--- config.mk ---
export PLATFORM = sky130hd
export DESIGN_NAME = fredkin_updown_counter
export DESIGN_NICKNAME = d
export VERILOG_FILES = /design/src/rtl/fredkin_updown_counter.sv
export SDC_FILE = /design/constraint.sdc
export NUM_CORES = 1
export LEC_CHECK = 0
export CAP_MARGIN = 10
export CORE_AREA = 8 8 45 47
export DETAILED_ROUTE_END_ITERATION = 10
export DIE_AREA = 0 0 53 55
export GPL_TIMING_DRIVEN = 0
export HOLD_SLACK_MARGIN = 0.05
export PLACE_DENSITY_LB_ADDON = 0.1
export SYNTH_ARGS = -nofsm -noshare
export SYNTH_HDL_FRONTEND = slang
export SYNTH_SLANG_ARGS = --single-unit
--- constraint.sdc ---
create_clock -name clk -period 3.7 [get_ports clk]
set_input_delay 0.555 -clock clk [delete_from_list [all_inputs] [get_ports clk]]
set_output_delay 0.555 -clock clk [all_outputs]
set_load 0.05 [all_outputs]
--- src/rtl/fredkin_updown_counter.sv ---
// fredkin_updown_counter
//   Synchronous N-bit modulo-MOD up/down counter whose next-state and flag
//   logic is made only of Fredkin (controlled-swap) gates. Constant 1'b0/1'b1
//   ancillas configure each gate. Garbage outputs are collected in *_unused
//   nets. Each state bit is a T flip-flop: a master level latch, transparent
//   while clk is low, holds the toggle input. The slave stage updates on the
//   rising edge.
//
// Parameters
//   Width N: counter width in bits
//   Modulus: legal range 2..2^N, the count runs from 0 up to modulus-1
//
// Ports
//   clk   in   rising-edge clock
//   rstn  in   synchronous active-low reset
//   en    in   count enable
//   up    in   direction, 1 = increment, 0 = decrement
//   ld    in   synchronous parallel load (wins over en)
//   d     in   load value [N-1:0]
//   q     out  count value [N-1:0]
//   qb    out  per-bit complement of q [N-1:0]
//   tc    out  terminal count: (up & q==MOD-1) | (~up & q==0), combinational

module fredkin_updown_counter #(
    parameter int N   = 4,
    parameter int MOD = 16
) (
    input  logic         clk,
    input  logic         rstn,
    input  logic         en,
    input  logic         up,
    input  logic         ld,
    input  logic [N-1:0] d,
    output logic [N-1:0] q,
    output logic [N-1:0] qb,
    output logic         tc
);

    localparam logic [N-1:0] K_TOP = N'(MOD - 1);
    localparam bit           FULL  = (MOD == (1 << N));

    logic [N-1:0] cy;        // increment carry chain, cy[0] is the +1
    logic [N:0]   bw;        // decrement borrow chain; bw[N] doubles as q==0
    logic [N:0]   ge_top_c;  // ripple compare q >= MOD-1, LSB first
    logic [N-1:0] inc, dec, up_val, dn_val, cnt_val, step_val, ld_val, nxt;
    logic [N-1:0] t, t_m, q_tog;
    logic         ge_top, eq_top, wrap_dn;

    assign cy[0]       = 1'b1;
    assign bw[0]       = 1'b1;
    assign ge_top_c[0] = 1'b1;
    assign ge_top      = ge_top_c[N];

    for (genvar i = 0; i < N; i++) begin : g_bit
        fk_not u_qb (.x(q[i]), .z(qb[i]));

        fk_xor u_inc (.x(q[i]), .y(cy[i]), .z(inc[i]));
        if (i < N - 1) begin : g_cy
            fk_and u_cy (.x(q[i]), .y(cy[i]), .z(cy[i+1]));
        end

        fk_xor u_dec (.x(q[i]), .y(bw[i]), .z(dec[i]));
        fk_and u_bw  (.x(qb[i]), .y(bw[i]), .z(bw[i+1]));

        // Constant compare: a 1 in the constant needs q[i]=1 and the lower
        // bits still >=; a 0 in the constant is satisfied by q[i]=1 outright.
        if (K_TOP[i]) begin : g_gt1
            fk_and u_ge (.x(q[i]), .y(ge_top_c[i]), .z(ge_top_c[i+1]));
        end else begin : g_gt0
            fk_or  u_ge (.x(q[i]), .y(ge_top_c[i]), .z(ge_top_c[i+1]));
        end

        // Up step: wrap to 0 when q >= MOD-1.
        fk_mux u_upv (.s(ge_top),  .a(inc[i]),      .b(1'b0),        .z(up_val[i]));
        // Down step: wrap to MOD-1 when q == 0 or q >= MOD.
        fk_mux u_dnv (.s(wrap_dn), .a(dec[i]),      .b(K_TOP[i]),    .z(dn_val[i]));
        fk_mux u_dir (.s(up),      .a(dn_val[i]),   .b(up_val[i]),   .z(cnt_val[i]));
        fk_mux u_en  (.s(en),      .a(q[i]),        .b(cnt_val[i]),  .z(step_val[i]));
        fk_mux u_ld  (.s(ld),      .a(step_val[i]), .b(d[i]),        .z(ld_val[i]));
        fk_mux u_rst (.s(rstn),    .a(1'b0),        .b(ld_val[i]),   .z(nxt[i]));

        // Toggle request: 1 only where the desired next bit differs from q.
        fk_xor u_t   (.x(q[i]),    .y(nxt[i]),      .z(t[i]));
        // Slave-side toggle applied at the rising edge.
        fk_xor u_tog (.x(t_m[i]),  .y(q[i]),        .z(q_tog[i]));
    end

    if (FULL) begin : g_full
        // With MOD = 2^N no state is >= MOD, so the range checks collapse.
        assign eq_top  = ge_top;
        assign wrap_dn = bw[N];
    end else begin : g_part
        localparam logic [N-1:0] K_MOD = N'(MOD);
        logic [N:0] ge_mod_c;
        logic       ge_mod_n;

        assign ge_mod_c[0] = 1'b1;
        for (genvar j = 0; j < N; j++) begin : g_gm
            if (K_MOD[j]) begin : g_m1
                fk_and u_gm (.x(q[j]), .y(ge_mod_c[j]), .z(ge_mod_c[j+1]));
            end else begin : g_m0
                fk_or  u_gm (.x(q[j]), .y(ge_mod_c[j]), .z(ge_mod_c[j+1]));
            end
        end
        fk_not u_gmn  (.x(ge_mod_c[N]), .z(ge_mod_n));
        // q == MOD-1 is exactly (q >= MOD-1) and not (q >= MOD).
        fk_and u_eqt  (.x(ge_top), .y(ge_mod_n), .z(eq_top));
        fk_or  u_wdn  (.x(bw[N]),  .y(ge_mod_c[N]), .z(wrap_dn));
    end

    fk_mux u_tc (.s(up), .a(bw[N]), .b(eq_top), .z(tc));

    // Master latch: transparent during clk low, opaque while clk is high so
    // the toggle vector seen at the rising edge is the one set up beforehand.
    always_latch begin
        if (!clk) begin
            t_m <= t;
        end
    end

    // Slave stage: reset forces zero from any (even unknown) state.
    always_ff @(posedge clk) begin
        if (!rstn) begin
            q <= '0;
        end else begin
            q <= q_tog;
        end
    end

endmodule

// Fredkin controlled swap: p = c, and when c = 1 the a/b outputs swap.
module fredkin (
    input  logic c,
    input  logic a,
    input  logic b,
    output logic p,
    output logic q,
    output logic r
);
    assign p = c;
    assign q = c ? b : a;
    assign r = c ? a : b;
endmodule

// z = ~x  (a = 1, b = 0 ancillas)
module fk_not (
    input  logic x,
    output logic z
);
    logic p_unused, r_unused;
    fredkin u_g (.c(x), .a(1'b1), .b(1'b0), .p(p_unused), .q(z), .r(r_unused));
endmodule

// z = x & y  (a = 0 ancilla)
module fk_and (
    input  logic x,
    input  logic y,
    output logic z
);
    logic p_unused, r_unused;
    fredkin u_g (.c(x), .a(1'b0), .b(y), .p(p_unused), .q(z), .r(r_unused));
endmodule

// z = x | y  (b = 1 ancilla)
module fk_or (
    input  logic x,
    input  logic y,
    output logic z
);
    logic p_unused, r_unused;
    fredkin u_g (.c(x), .a(y), .b(1'b1), .p(p_unused), .q(z), .r(r_unused));
endmodule

// z = s ? b : a
module fk_mux (
    input  logic s,
    input  logic a,
    input  logic b,
    output logic z
);
    logic p_unused, r_unused;
    fredkin u_g (.c(s), .a(a), .b(b), .p(p_unused), .q(z), .r(r_unused));
endmodule

// z = x ^ y, built as a select between y and its Fredkin complement
module fk_xor (
    input  logic x,
    input  logic y,
    output logic z
);
    logic yn, p_unused, r_unused;
    fk_not  u_n (.x(y), .z(yn));
    fredkin u_g (.c(x), .a(y), .b(yn), .p(p_unused), .q(z), .r(r_unused));
endmodule

==> results.py, run 1 <==
metrics = {
    "global_routing": {
        "grt_max_degree": 11,
        "antenna_found_initial": 0,
        "grt-ovfl-total": 0,
        "grt.total_usage": 0.08852,
        "grt_pass1_vias": 466,
        "grt_pass1_wl_mm": 1.863,
    },
    "worst_setup_path": {
        "rr_startpoint": "q[0]",
        "worstPathArrival_ns": 1.93,
        "cp-end-kind": "latch",
        "rrSetupSlack_ns": 0.18,
        "path_max_fanout": 5,
        "cpMostUsedCell": "ha_1",
        "crit_type": "flop to latch",
        "crit_family": "adder cells",
        "reg2reg_depth": 8,
        "start_kind": "flop",
        "regToRegEndpoint": "t_m[3]",
        "cp_slowest_stage_delay_ns": 0.41,
        "worstPathCellList": "inv_1 -> ha_1 -> ha_1 -> ha_1 -> nand2b_1 -> a32o_1 -> a21oi_2 -> nor2_1",
        "required_ns": 2.11,
        "crit_slowest_cell": "dfxtp_1",
        "crit_buf_inv": 1,
    },
    "worst_hold_path": {
        "min_to": "t_m[3]",
        "min_from": "q[3]",
        "holdPathStages": 2,
        "hold_class": "flop to latch",
    },
    "drt": {
        "num_vias": 476,
        "via_per_inst": 4.713,
        "highest_layer": "met4",
        "route.met3.wl_um": 77,
        "drt_iter0_drc": 5,
        "ant_nets": 0,
        "first_pass_iters": 4,
        "drt-met1-wl_um": 535,
        "finalWirelength_mm": 1.128,
        "drc": 0,
        "wl_per_cell_um": 11.17,
        "wl_met2_um": 507,
    },
    "yosys": {
        "syn-num-nets": 80,
        "synth-xor-area-share": 0.07937,
        "synthAdderAreaFrac": 0.1361,
        "muxShareOfSynthArea": 0.02041,
        "synth.avg_cell_area_sq_um": 8.489,
        "synth_top_family_by_area": "compound AO/OA/AOI/OAI gates",
        "yosys.area_share.simple": 0.1633,
        "synthCells": 65,
        "yosys_most_used_dff": "dlxtn_1",
        "ys_seq_elements": 8,
        "async_flop_share": 0,
        "synth_edf_count": 0,
        "synth_compound_area_frac": 0.1950,
        "synth_cell_types": 30,
        "synth_area_sq_um": 551.8,
        "yosys_warnings": 0,
    },
    "status": {
        "status": "completed",
    },
    "floorplan": {
        "io_pins": 18,
        "die_area_sq_mm": 0.002915,
        "die_x_um": 53,
        "die_y_um": 55,
        "core.rowCount": 14,
        "start_util": 0.3987,
        "core_sq_mm": 0.001384,
    },
    "cts": {
        "cts.path.max_buffers": 2,
        "ctsHoldBuffers": 0,
        "h-tree-depth": 1,
        "root_buffer": "clkbuf_4",
        "cts_tree": "built",
        "cts_made_buffers": 3,
        "clkLatencyLatePin_ns": 0.26,
        "postCtsSetupRepairBufs": 0,
        "clk_pin_slew_ns": 0.05,
        "numClockSinks": 8,
        "post_cts_resized": 0,
    },
    "cells_and_area": {
        "fillCellCount": 151,
        "post-route-util": 0.5524,
        "nets": 102,
        "drive_above_1_share": 0.1765,
        "insertedDiodeCount": 0,
        "synthToLayoutAreaGrowth_pct": 38.55,
        "final_cells": 101,
    },
    "place": {
        "dp_hpwl_um": 909.1,
        "dp_slack_ns": 0.1175,
        "place_congestion": 0.7650,
        "io_buffers": 17,
        "place_inst": 98,
    },
    "sta": {
        "fin_setup_tns_ns": 0,
        "clock_skew_ns": 0.01128,
        "hold_violations": 0,
        "fin_ws_ns": 0.1774,
        "slew_viol_final": 0,
        "rsz0062_at_grt": "no",
        "tightest_slew_ns": 0.4972,
        "finalSetupViolCount": 0,
        "slew-limit-headroom": 0.6675,
        "timing.hold.ws_ns": 0.6192,
    },
    "power_and_ir_drop": {
        "p_leak_nw": 0.3457,
        "power-per-cell-area_mw_per_mm2": 819.5,
        "ir_drop_mv": 0.4679,
    },
    "job": {
        "maxCapViolations": 0,
    },
}
cell usage in the layout, fill, tap and decap left out, drive strengths merged, types with 3 or more instances in the layout:
cell type / n
clkbuf: 3
ha: 6
buf: 9
xor2: 4
nor2b: 3
dlxtn: 4
dfxtp: 4
inv: 5
o21ai: 7
and2: 4
clkdlybuf4s50: 17
where the power goes:
group          switching, mW  internal (mW)
Clock                 0.0272         0.0369
Sequential            0.0346          0.109
Combinational          0.233          0.185
area by class of cell:
| cell class | instances | area [sq um] | share of cell area |
|---|---|---|---|
| buffer | 9 | 65.06 | 0.08511 |
| clock buffer | 3 | 22.52 | 0.02946 |
| inverter | 5 | 18.77 | 0.02455 |
| multi-input combinational | 43 | 327.8 | 0.4288 |
| sequential | 8 | 140.1 | 0.1833 |
| tap | 16 | 20.02 | 0.02619 |
| timing repair buffer | 17 | 170.2 | 0.2226 |
worst reg2reg max path: cells and delay by family, from the launching register on:
kind,cells,cell delay [ns]
simple gates,2,0.11
flops,1,0.41
buf+inv,1,0.10
fa+ha+maj,3,0.66
compound gates,2,0.39
state kept, by name, summed over array words and instances, names as in the netlist:
register,cells
q,4
t_m,4
kinds of logic (layout without fill, tap and decap cells):
group	count (synthesis)	after routing
XOR/XNOR	5	5
latches	4	4
AO/OA/AOI/OAI	16	16
flip-flops	4	4
adder cells (fa/ha/maj)	6	6
AND/OR/NAND/NOR	15	15
multiplexers	1	1
buffers and inverters	14	34
worst max path at each step:
stage / startpoint / endpoint / slack [ns] / cells after the start
finish: q[0] / t_m[3] / 0.18 / 8
detailed placement: up / t_m[3] / 0.12 / 5
floorplan: q[0] / t_m[3] / 0.30 / 8
global route: q[1] / t_m[3] / 0.02 / 8
global placement: up / t_m[3] / 0.11 / 5
CTS: q[0] / t_m[3] / 0.17 / 8
per-layer routing:
| layer | GRT usage | up-vias |
|---|---|---|
| met4 | 0.03879 | 0 |
| met1 | 0.09271 | 202 |
| li1 | - | 258 |
| met2 | 0.1426 | 14 |
| met5 | 0 | - |
| met3 | 0.05080 | 2 |
cells in the mapped netlist, types with 2 or more instances:
library cell,instances,area share
xor2_1,4,0.063
dlxtn_1,4,0.11
buf_4,8,0.11
dfxtp_1,4,0.15
nor2b_1,2,0.023
o21ai_0,5,0.045
nand2b_1,2,0.023
inv_1,5,0.034
ha_1,6,0.14
o21ai_1,2,0.018
and2_1,4,0.045
stage by stage:
| step | total power [mW] | instance area (sq um) |
|---|---|---|
| finish | 0.6265 | 764.5 |
| global route | 0.6785 | 764.5 |
| CTS | 0.6364 | 764.5 |
| detailed placement | 0.5679 | 742.0 |
| global placement | 0.5628 | 742.0 |
| floorplan | 0.4544 | 551.8 |
No activity file was read; power rests on OpenSTA's default activity.
==> run 2, diff against run 1 <==
clock period = 3.9 ns   (was 3.7 ns; I/O delays follow)
==> results of run 2 <==
The final DEF is identical to that of run 1. Status: completed.
Main changes from that run: setup slack after placement 0.1175 ns -> 0.1875 ns; setup slack after layout 0.1774 ns -> 0.2774 ns; register-to-register setup slack 0.18 ns -> 0.28 ns; total power 0.6265 mW -> 0.5943 mW; worst IR drop on VDD 0.4679 mV -> 0.4439 mV
